File: src/rtl/fifo_wr_arb_ctrl_if.sv
// Write-side bus of the async FIFO: two requesters, the shared memory
// write port, and the pointer/flag exchange with the read domain.
interface fifo_wr_arb_ctrl_if #(
  parameter int DATA_W = 8,
  parameter int ADDR_W = 3
);
  logic              req0;
  logic              req1;
  logic [DATA_W-1:0] wdata0;
  logic [DATA_W-1:0] wdata1;
  logic [ADDR_W:0]   rq2_wptr;
  logic              gnt0;
  logic              gnt1;
  logic              winc;
  logic [ADDR_W-1:0] waddr;
  logic [DATA_W-1:0] wdata;
  logic [ADDR_W:0]   wptr;
  logic              wfull;
  logic              walmost_full;

  // Requesters plus read-pointer source side
  modport master (
    output req0, req1, wdata0, wdata1, rq2_wptr,
    input  gnt0, gnt1, winc, waddr, wdata, wptr, wfull, walmost_full
  );

  // Arbiter / write-pointer controller side
  modport slave (
    input  req0, req1, wdata0, wdata1, rq2_wptr,
    output gnt0, gnt1, winc, waddr, wdata, wptr, wfull, walmost_full
  );
endinterface

File: src/rtl/fifo_wr_arb_ctrl.sv
// Two-requester round-robin write arbiter and write-pointer/full-flag
// logic for the write domain of an asynchronous FIFO.
module fifo_wr_arb_ctrl #(
  parameter int DATA_W = 8,
  parameter int ADDR_W = 3,
  parameter int AF_LVL = 2
) (
  input logic               clk,
  input logic               rst,
  fifo_wr_arb_ctrl_if.slave bus
);

  localparam int              DEPTH  = 2 ** ADDR_W;
  localparam logic [ADDR_W:0] AF_THR = (ADDR_W + 1)'(DEPTH - AF_LVL);

  logic [ADDR_W:0]   wbin;
  logic [ADDR_W:0]   wbin_next;
  logic [ADDR_W:0]   wgray_next;
  logic [ADDR_W:0]   rbin;
  logic [ADDR_W:0]   fill_cnt;
  logic [ADDR_W:0]   full_cmp;
  logic [ADDR_W:0]   wptr_q;
  logic              wfull_q;
  logic              walmost_q;
  logic              last_gnt1;
  logic              gnt0_c;
  logic              gnt1_c;
  logic              winc_c;
  logic              full_next;
  logic [DATA_W-1:0] wdata_c;

  // Grant: single requester wins outright, ties go to whoever was not served
  // last; nothing is granted while full or while reset is asserted.
  always_comb begin
    gnt0_c = 1'b0;
    gnt1_c = 1'b0;
    if (rst && !wfull_q) begin
      if (bus.req0 && bus.req1) begin
        if (last_gnt1) gnt0_c = 1'b1;
        else           gnt1_c = 1'b1;
      end else if (bus.req0) begin
        gnt0_c = 1'b1;
      end else if (bus.req1) begin
        gnt1_c = 1'b1;
      end
    end
    winc_c = gnt0_c | gnt1_c;
  end

  // Write data mux follows the grant; idle bus is driven to zero
  always_comb begin
    wdata_c = '0;
    if (gnt0_c)      wdata_c = bus.wdata0;
    else if (gnt1_c) wdata_c = bus.wdata1;
  end

  // Gray-to-binary of the synchronized read pointer: each bit is the XOR of
  // all Gray bits at or above it.
  always_comb begin
    rbin = '0;
    for (int i = 0; i <= ADDR_W; i++) begin
      rbin[i] = ^(bus.rq2_wptr >> i);
    end
  end

  // Next pointer, its Gray form, and the flag terms evaluated on it so a
  // write and a read-pointer move in the same cycle are both accounted for.
  always_comb begin
    wbin_next  = wbin + {{ADDR_W{1'b0}}, winc_c};
    wgray_next = wbin_next ^ (wbin_next >> 1);
    full_cmp   = {~bus.rq2_wptr[ADDR_W:ADDR_W-1], bus.rq2_wptr[ADDR_W-2:0]};
    full_next  = (wgray_next == full_cmp);
    fill_cnt   = wbin_next - rbin;
  end

  // Pointer, flag and round-robin state
  always_ff @(posedge clk or negedge rst) begin
    if (!rst) begin
      wbin      <= '0;
      wptr_q    <= '0;
      wfull_q   <= 1'b0;
      walmost_q <= 1'b0;
      last_gnt1 <= 1'b1;
    end else begin
      wbin      <= wbin_next;
      wptr_q    <= wgray_next;
      wfull_q   <= full_next;
      // full always implies almost-full, even for AF_LVL settings where the
      // count threshold alone would not guarantee it
      walmost_q <= (fill_cnt >= AF_THR) || full_next;
      if (winc_c) last_gnt1 <= gnt1_c;
    end
  end

  assign bus.gnt0         = gnt0_c;
  assign bus.gnt1         = gnt1_c;
  assign bus.winc         = winc_c;
  assign bus.waddr        = wbin[ADDR_W-1:0];
  assign bus.wdata        = wdata_c;
  assign bus.wptr         = wptr_q;
  assign bus.wfull        = wfull_q;
  assign bus.walmost_full = walmost_q;

endmodule

File: src/flat_wrapper.sv
// flat-port wrapper written by rule: the top's interface ports become plain ports
module fifo_wr_arb_ctrl_flat 
#(
  parameter int DATA_W = 8,
  parameter int ADDR_W = 3,
  parameter int AF_LVL = 2
)
  (clk, rst, bus_req0, bus_req1, bus_wdata0, bus_wdata1, bus_rq2_wptr, bus_gnt0, bus_gnt1, bus_winc, bus_waddr, bus_wdata, bus_wptr, bus_wfull, bus_walmost_full);
  fifo_wr_arb_ctrl_if #(.DATA_W(DATA_W), .ADDR_W(ADDR_W)) bus_i ();
  input logic clk;
  input logic rst;
  input wire logic [$bits(bus_i.req0)-1:0] bus_req0;
  input wire logic [$bits(bus_i.req1)-1:0] bus_req1;
  input wire logic [$bits(bus_i.wdata0)-1:0] bus_wdata0;
  input wire logic [$bits(bus_i.wdata1)-1:0] bus_wdata1;
  input wire logic [$bits(bus_i.rq2_wptr)-1:0] bus_rq2_wptr;
  output wire logic [$bits(bus_i.gnt0)-1:0] bus_gnt0;
  output wire logic [$bits(bus_i.gnt1)-1:0] bus_gnt1;
  output wire logic [$bits(bus_i.winc)-1:0] bus_winc;
  output wire logic [$bits(bus_i.waddr)-1:0] bus_waddr;
  output wire logic [$bits(bus_i.wdata)-1:0] bus_wdata;
  output wire logic [$bits(bus_i.wptr)-1:0] bus_wptr;
  output wire logic [$bits(bus_i.wfull)-1:0] bus_wfull;
  output wire logic [$bits(bus_i.walmost_full)-1:0] bus_walmost_full;
  assign bus_i.req0 = bus_req0;
  assign bus_i.req1 = bus_req1;
  assign bus_i.wdata0 = bus_wdata0;
  assign bus_i.wdata1 = bus_wdata1;
  assign bus_i.rq2_wptr = bus_rq2_wptr;
  assign bus_gnt0 = bus_i.gnt0;
  assign bus_gnt1 = bus_i.gnt1;
  assign bus_winc = bus_i.winc;
  assign bus_waddr = bus_i.waddr;
  assign bus_wdata = bus_i.wdata;
  assign bus_wptr = bus_i.wptr;
  assign bus_wfull = bus_i.wfull;
  assign bus_walmost_full = bus_i.walmost_full;
  fifo_wr_arb_ctrl #(.DATA_W(DATA_W), .ADDR_W(ADDR_W), .AF_LVL(AF_LVL)) u_core (.clk(clk), .rst(rst), .bus(bus_i));
endmodule
File: config.mk
export PLATFORM = sky130hd
export DESIGN_NAME = fifo_wr_arb_ctrl_flat
export DESIGN_NICKNAME = d
export VERILOG_FILES = /design/src/rtl/fifo_wr_arb_ctrl_if.sv /design/src/rtl/fifo_wr_arb_ctrl.sv /design/src/flat_wrapper.sv
export SDC_FILE = /design/constraint.sdc
export NUM_CORES = 1
export LEC_CHECK = 0
export ABC_AREA = 1
export CAP_MARGIN = 0
export CORE_MARGIN = 2
export CORE_UTILIZATION = 37
export DETAILED_ROUTE_END_ITERATION = 8
export PLACE_DENSITY = 0.78
export SKIP_LAST_GASP = 1
export SYNTH_ARGS = -nofsm -noshare
export SYNTH_HDL_FRONTEND = slang
export SYNTH_SLANG_ARGS = --single-unit
File: constraint.sdc
create_clock -name clk -period 3.4 [get_ports clk]
set_clock_uncertainty 0.2 [all_clocks]
set_input_delay 0.34 -clock clk [delete_from_list [all_inputs] [get_ports clk]]
set_output_delay 0.34 -clock clk [all_outputs]
set_load 0.02 [all_outputs]
==> impl_metrics.toml <==
[logic_synthesis]
syn_avg_cell_area_um2 = 7.90
seq_area_frac_synth = 0.325
netlist-cell-type-count = 23
synth_top_area_share = 0.291
syn_nets = 128
synth_area_leaders = "dfrtp_1 29%, nand2_1 11%, a22o_1 9.0%"
syn_inst = 98
synth_top_area_cell = "dfrtp_1"
syn_area_um2 = 774
ys_ff_latch = 10
ys.warnings.count = 0

[setup_path]
start_kind = "input pin"
crit_fanout = 5
critPathRequiredTime_ns = 3.35
end_kind = "flop"
crit_type = "in2reg"
critPathArrivalTime_ns = 2.93
regToRegSetupSlack_ns = 0.46

[floorplan]
fp-row-count = 16
core_um2 = 1960
start_util = 0.395
die_h_um = 49.8
die_area_um2 = 2480
die_w_um = 49.8
ios = 44

[clocking]
cts_root_buffer = "clkbuf_4"
cts_tree = "done"
path_clk_slew_ns = 0.06
htree_levels = 1
cts_setup_buffers = 0
cts_hold_buf = 0
cts_resized = 0
insertion_delay_ns = 0.26
cts_buffer_depth = 2
cts.sinks = 10
cts_inserted_buffers = 3

[routing]
drc = 0
vias = 839
via_per_inst = 4.79
drt-total-wl_um = 2100
drt_iter0_markers = 6
post_drt_wl_per_cell_um = 12.0
ant_nets = 0
drtPass1Iterations = 4

[sta]
rsz0062_at_grt = "no"
relSlewSlack = 0.839
period_share = 0.878
maxSlewViolCount = 0
setup_viol = 0
fin_tns_setup_ns = 0
hold_viol = 0
tightest_slew_ns = 0.241
fmax_ghz = 0.335
min_period_ns = 2.98

[global_routing]
grt_max_degree = 11
use_met2 = 0.342
grt_most_used_layer = "met2"
use_met1 = 0.173
antenna_found_initial = 0
grt-ovfl-total = 0
grt_pass1_wl_um = 3440
grt_use_total = 0.184
grt_pass1_vias = 840
use_met3 = 0.0667

[worst_hold_path]
min_path_type = "in2async"

[power]
max-vdd-ir-drop_v = 0.000487
p_per_area_nw_per_um2 = 825
p_leak_nw = 0.640

[final_layout]
final_common_cell = "clkdlybuf4s50_1"
multi_input_area_um2 = 458
fin_nets = 179
stdcell_count = 175
area_growth_pct = 67.9
regArea_um2 = 251
drive_gt1_frac = 0.155
diodes = 0
mostFrequentLayoutCells = "43 x clkdlybuf4s50_1, 22 x nand2_1, 15 x inv_1"
filler_cell_count = 170

[placed_design]
portBuffers = 43
dp_hpwl_um = 1870
post-place-cells = 171
gp_congestion = 0.787

[status]
status = "completed"

[run]
drv_cap = 0
-- synthesized netlist by cell type --
master / n
nand2_1: 22
inv_1: 15
dfrtp_1: 9
nand3_1: 9
a22o_1: 8
nand2_2: 8
ha_1: 5
a21oi_1: 3
nor2_1: 3
o21ai_0: 3
and2_2: 1
and3_1: 1
buf_2: 1
clkinv_1: 1
dfstp_2: 1
fa_1: 1
nand2_4: 1
nand3_2: 1
nand3b_1: 1
nand4_2: 1
or2_2: 1
xor2_1: 1
xor2_2: 1
-- kinds of logic after synthesis --
family / after synthesis / share of synthesized area
AO/OA/AOI/OAI: 14 / 0.129
XOR/XNOR: 2 / 0.0323
adder cells (fa/ha/maj): 6 / 0.107
buffers and inverters: 17 / 0.0840
flip-flops: 10 / 0.325
AND/OR/NAND/NOR: 49 / 0.323
-- per-layer routing --
metal  routed length (µm)  up-vias
met5                    0        -
met4                   27        0
met3                  216        4
met2                 1100       40
met1                  761      371
li1                     -      424
-- stage by stage --
stage / setup WS [ns] / hold slack, ns / power, W / util / area [µm²]
6_report: 0.416 / 0.190 / 0.00107 / 0.663 / 1300
5_1_grt: 0.210 / 0.206 / 0.00118 / 0.663 / 1300
4_1_cts: 0.374 / 0.185 / 0.00109 / 0.663 / 1300
3_5_place_dp: 0.121 / 0.312 / 0.000979 / 0.644 / 1260
3_3_place_gp: 0.210 / 0.302 / 0.000949 / 0.644 / 1260
2_1_floorplan: 0.219 / -0.156 / 0.000690 / - / 774
-- path summary, 6_finish.rpt --
path,startpoint,to,depth (start not counted)
min,rst,u_core.wbin[2],2
max,rst,u_core.bus.walmost_full,18
min reg2reg,u_core.last_gnt1,u_core.last_gnt1,2
min in group clk,u_core.last_gnt1,u_core.last_gnt1,2
max in group asynchronous,rst,u_core.last_gnt1,2
max reg2reg,u_core.last_gnt1,u_core.bus.walmost_full,16
-- area by class of cell --
type,count,share of cell area
Timing Repair Buffer,47,0.354
Multi-Input combinational cell,71,0.352
Sequential cell,10,0.193
Inverter,16,0.0462
Clock buffer,4,0.0279
Tap cell,27,0.0260
-- power breakdown --
group          internal (W)  switching [W]  leakage, nW
logic              0.000332       0.000417        0.499
clock network     0.0000649      0.0000375       0.0210
registers          0.000185      0.0000358        0.120
-- critical path: stages --
cell and delay (ns):
clkdlybuf4s50_1 0.41, inv_1 0.07, nor2_1 0.05, nand3_1 0.08, clkinv_1 0.08, or2_2 0.31, ha_1 0.23, ha_1 0.23
inv_1 0.08, nand2_1 0.06, nand2_2 0.13, ha_1 0.29, a21oi_1 0.14, o21ai_0 0.11, nand3_1 0.09, nand2_1 0.05
nor2_1 0.11, nand2_1 0.06
-- state kept, by name (all words and copies together) (netlist names) --
register and cells:
u_core.last_gnt1 1, u_core.bus.wptr 3, u_core.wbin 4, u_core.bus.wfull 1, u_core.bus.walmost_full 1
Note: power is estimated with default switching activity, not from simulation.
